### src/rtl/posit_divsqrt_outbuf.sv
// Output decoupling FIFO for the posit div/sqrt unit: buffers {result, status, tag}
// behind a valid/ready handshake and accumulates sticky exception flags from delivered entries.
module posit_divsqrt_outbuf #(
  parameter int unsigned WIDTH    = 32,
  parameter int unsigned DEPTH    = 2,
  parameter int unsigned STATUS_W = 5
) (
  input  logic                clk_i,
  input  logic                rst_ni,
  input  logic [WIDTH-1:0]    result_i,
  input  logic [STATUS_W-1:0] status_i,
  input  logic                tag_i,
  input  logic                in_valid_i,
  output logic                in_ready_o,
  input  logic                flush_i,
  output logic [WIDTH-1:0]    result_o,
  output logic [STATUS_W-1:0] status_o,
  output logic                tag_o,
  output logic                out_valid_o,
  input  logic                out_ready_i,
  output logic [STATUS_W-1:0] fflags_o,
  input  logic                fflags_clr_i,
  output logic                busy_o
);

  localparam int unsigned PTR_W = $clog2(DEPTH);
  localparam int unsigned CNT_W = $clog2(DEPTH) + 1;

  logic [WIDTH-1:0]    res_q [DEPTH];
  logic [STATUS_W-1:0] st_q  [DEPTH];
  logic                tag_q [DEPTH];

  logic [PTR_W-1:0]    wr_ptr;
  logic [PTR_W-1:0]    rd_ptr;
  logic [CNT_W-1:0]    count;
  logic [STATUS_W-1:0] fflags;
  logic                push;
  logic                pop;

  // Ready is derived from registered occupancy only, so out_ready_i never
  // reaches the upstream unit combinationally.
  assign in_ready_o  = (count != CNT_W'(DEPTH));
  assign out_valid_o = (count != '0);
  assign push        = in_valid_i & in_ready_o & ~flush_i;
  assign pop         = out_valid_o & out_ready_i;

  assign result_o = res_q[rd_ptr];
  assign status_o = st_q[rd_ptr];
  assign tag_o    = tag_q[rd_ptr];
  assign fflags_o = fflags;
  assign busy_o   = out_valid_o | in_valid_i;

  always_ff @(posedge clk_i or negedge rst_ni) begin
    if (!rst_ni) begin
      res_q  <= '{default: '0};
      st_q   <= '{default: '0};
      tag_q  <= '{default: 1'b0};
      wr_ptr <= '0;
      rd_ptr <= '0;
      count  <= '0;
      fflags <= '0;
    end else begin
      if (push) begin
        res_q[wr_ptr] <= result_i;
        st_q[wr_ptr]  <= status_i;
        tag_q[wr_ptr] <= tag_i;
      end
      if (flush_i) begin
        wr_ptr <= '0;
        rd_ptr <= '0;
        count  <= '0;
      end else begin
        if (push) wr_ptr <= wr_ptr + 1'b1;
        if (pop)  rd_ptr <= rd_ptr + 1'b1;
        case ({push, pop})
          2'b10:   count <= count + 1'b1;
          2'b01:   count <= count - 1'b1;
          default: count <= count;
        endcase
      end
      // A pop in a flush cycle is still a completed transfer, so it is always accumulated.
      fflags <= (fflags_clr_i ? '0 : fflags) | (pop ? status_o : '0);
    end
  end

endmodule

### config.mk
export PLATFORM = sky130hd
export DESIGN_NAME = posit_divsqrt_outbuf
export DESIGN_NICKNAME = d
export VERILOG_FILES = /design/src/rtl/posit_divsqrt_outbuf.sv
export SDC_FILE = /design/constraint.sdc
export NUM_CORES = 1
export LEC_CHECK = 0
export CORE_AREA = 2 2 116 118
export CTS_CLUSTER_SIZE = 20
export DETAILED_ROUTE_END_ITERATION = 10
export DIE_AREA = 0 0 118 120
export PLACE_DENSITY = 0.64
export REMOVE_ABC_BUFFERS = 1
export SLEW_MARGIN = 20
export SYNTH_ARGS = -nofsm -noshare
export SYNTH_HDL_FRONTEND = slang
export SYNTH_SLANG_ARGS = --single-unit
### constraint.sdc
create_clock -name clk_i -period 3.1 [get_ports clk_i]
set_clock_uncertainty 0.05 [all_clocks]
set_input_delay 0.62 -clock clk_i [delete_from_list [all_inputs] [get_ports clk_i]]
set_output_delay 0.62 -clock clk_i [all_outputs]
set_load 0.005 [all_outputs]
==> summary.md <==
| Metric | Value |
|---|---|
| Ys async rst share | `between 90% and 100%` |
| Vias per cell | `4.48` |
| Cells after DPL | `497` |
| Post-DP Area | `4880 um^2` |
| Leading area contributor after synthesis | `dfrtp_1` |
| Fin crit period | `2.61 ns` |
| Part of the Yosys area used for sequential elements | `55.6%` |
| Crit path DAT | `around 1.9 ns` |
| Die area | `14200 um^2` |
| Max rail drop VDD | `between 0.2 and 0.25 mV` |
| DIE HEIGHT | `120 um` |
| Clock H-tree levels | `3` |
| # IOs | `90` |
| Chip width | `118 um` |
| Layout area overhead | `35.5%` |
| Status | `complete, no violations` |
| CTS resizes | `0` |
| Area share of the largest cell type after synthesis | `between 50 and 60%` |
| Starting Density | `29.5%` |
| Storage element area | `2130 um^2` |
| # nets final | `376` |
| All-layer global routing usage | `11.8%` |
| Clk sink count | `85` |
| Worst r2r src | `count[1]` |
| DP Wirelength | `5.07 mm` |
| Max-slew violation count | `0` |
| Max Buffers Root-to-Sink | `2` |
| Area of the core | `between 10000 and 15000 um^2` |
| CTS Buf Count | `9` |
| WL/cell | `around 15 um` |
| Layout fillers | `1231` |
| Largest net degree at the start of global routing | `48` |
| Share of cells above drive strength 1 | `35.6%` |
| DR iter-0 viols | `45` |
| P_leak | `2.18 nW` |
| Skew-Pair Late Insertion Delay | `0.33 ns` |
| Final ANT Viol Nets | `0` |
| Port Buf Inserts | `89` |
| RSZ-0062 raised after global routing | `false` |
| Antenna violations before repair | `0` |
| EDFF count, synth | `0` |
| Max cap viols | `0` |
| Worst slew margin | `58.2%` |
| Routed via count | `2285` |
| Routed WL | `a little under 8 mm` |
| Most common cell in the netlist | `dfrtp_1` |
| Finished Layout Cells | `between 500 and 600` |
| Hold WC Path Type | `primary input to asynchronous set/reset pin` |
| DR pass1 iterations | `4` |
| Row cnt | `42` |
| Setup Buffers After CTS | `0` |
| Ys Warns | `0` |
| Measured slew at the worst slew-check pin | `0.626 ns` |
| Critical Path Source Type | `primary input` |
| CTS tree | `built` |
| FMAX | `383 MHz` |
| Final Setup Violations | `0` |
| CP max FO | `7` |
| Vias in the first global route | `2600` |
| Synthesized flop and latch total | `85` |
| Fin area | `5190 um^2` |
| Leading register cell type out of synthesis | `dfrtp_1` |
| Fin Setup TNS | `0 ns` |
| Final hold viol count | `0` |
| Clock Pin Slew Worst Setup and Hold Paths | `roughly 0.05 ns` |
| Reg-to-reg slack, setup | `1.32 ns` |
| Synth cell types | `26` |
| Capturing point of the worst reg2reg path | `res_q[22]` |
| DRC | `0` |
| Global route overflow | `0` |
| CTS root buffer | `clkbuf_16` |
| Critical path required time | `between 2 and 2.5 ns` |
| Mapped Cells | `roughly 240` |
| # diodes | `0` |
| CP endpoint kind | `output port` |
| Top post-synthesis cells by area | `dfrtp_1, mux2_2, mux2_4, mux2_1, a32o_1` |
| Syn Area/Cell | `between 15 and 20 um^2` |
| Fin crit share | `a little over four fifths` |
| Path depth of the worst reg2reg path | `5` |
| Area of the multi-input gates | `1560 um^2` |
| RD Place Congestion | `0.703` |
| Synthesized cell area | `~3800 um^2` |
| First-pass GRT wire length | `13.2 mm` |
| Pwr Density | `673 nW/um^2` |
| Hold buffer count at CTS | `0` |
| Commonest cells post-synth | `dfrtp_1, mux2_2, mux2_1, mux2_4, a32o_1` |
| CP Class | `primary input to output port` |
[flip-flops by register name, indices dropped and copies added (netlist names)]
signal    cells
res_q        64
st_q         10
fflags_o      5
count         2
tag_q         2
rd_ptr        1
wr_ptr        1
[worst max path at each step]
stage | start | end | slack [ns] | cells past startpoint
final | in_valid_i | busy_o | 0.49 | 3
after global routing | in_valid_i | busy_o | 0.45 | 3
after CTS | in_valid_i | busy_o | 0.48 | 3
after detailed placement | in_valid_i | busy_o | 0.50 | 3
after global placement | in_valid_i | busy_o | 0.50 | 3
after floorplan | flush_i | res_q[19] | 0.07 | 2
[area by class of cell]
type                       instances  area share, %
tap                              176           4.25
inverter                           3          0.217
clock buffer                      11           4.68
clock inverter                     2           1.16
multi-input combinational        139           30.1
timing repair buffer              94           18.6
sequential                        85           41.0
[cells by family after synthesis]
logic type,share of synthesized area (%)
multiplexers,35.8
flip-flops,55.6
buffers and inverters,3.63
AO/OA/AOI/OAI,2.49
AND/OR/NAND/NOR,2.29
XOR/XNOR,0.229
[per-layer routing]
metal  track usage [%]  vias to the layer above  routed length, um  part of all wire [%]
met5                 0                        -                  0                     0
met4              5.65                        0                142                   1.8
met3              3.18                       12                344                   4.5
met2              19.5                       50               3860                    50
met1              14.4                     1171               3360                    44
li1                  -                     1052                  -                     -
[through the flow]
step,power [mW],utilization [%],hold slack (ns),worst slack [ns]
2_1_floorplan,1.95,-,0.274,0.0733
3_3_place_gp,2.38,37.6,0.413,0.504
3_5_place_dp,2.42,37.6,0.424,0.500
4_1_cts,3.56,40.0,0.265,0.484
5_1_grt,3.69,40.0,0.284,0.449
6_report,3.49,40.0,0.252,0.487
[critical path: stages]
cell,delay (ns)
clkdlybuf4s50_1,0.52
or3_1,0.35
clkdlybuf4s50_1,0.45
[where the power goes]
group,internal [mW],switching [mW]
Sequential,1.37,0.127
Clock,0.714,0.390
Combinational,0.624,0.263
[cell usage in the layout, fill, tap and decap left out, drive strengths merged, types with 3 or more instances in the layout]
cell type,count
buf,6
clkdlybuf4s50,88
mux2,114
clkbuf,11
inv,3
a32o,5
dfrtp,85
a21oi,4
(Power assumes the default switching activity.)
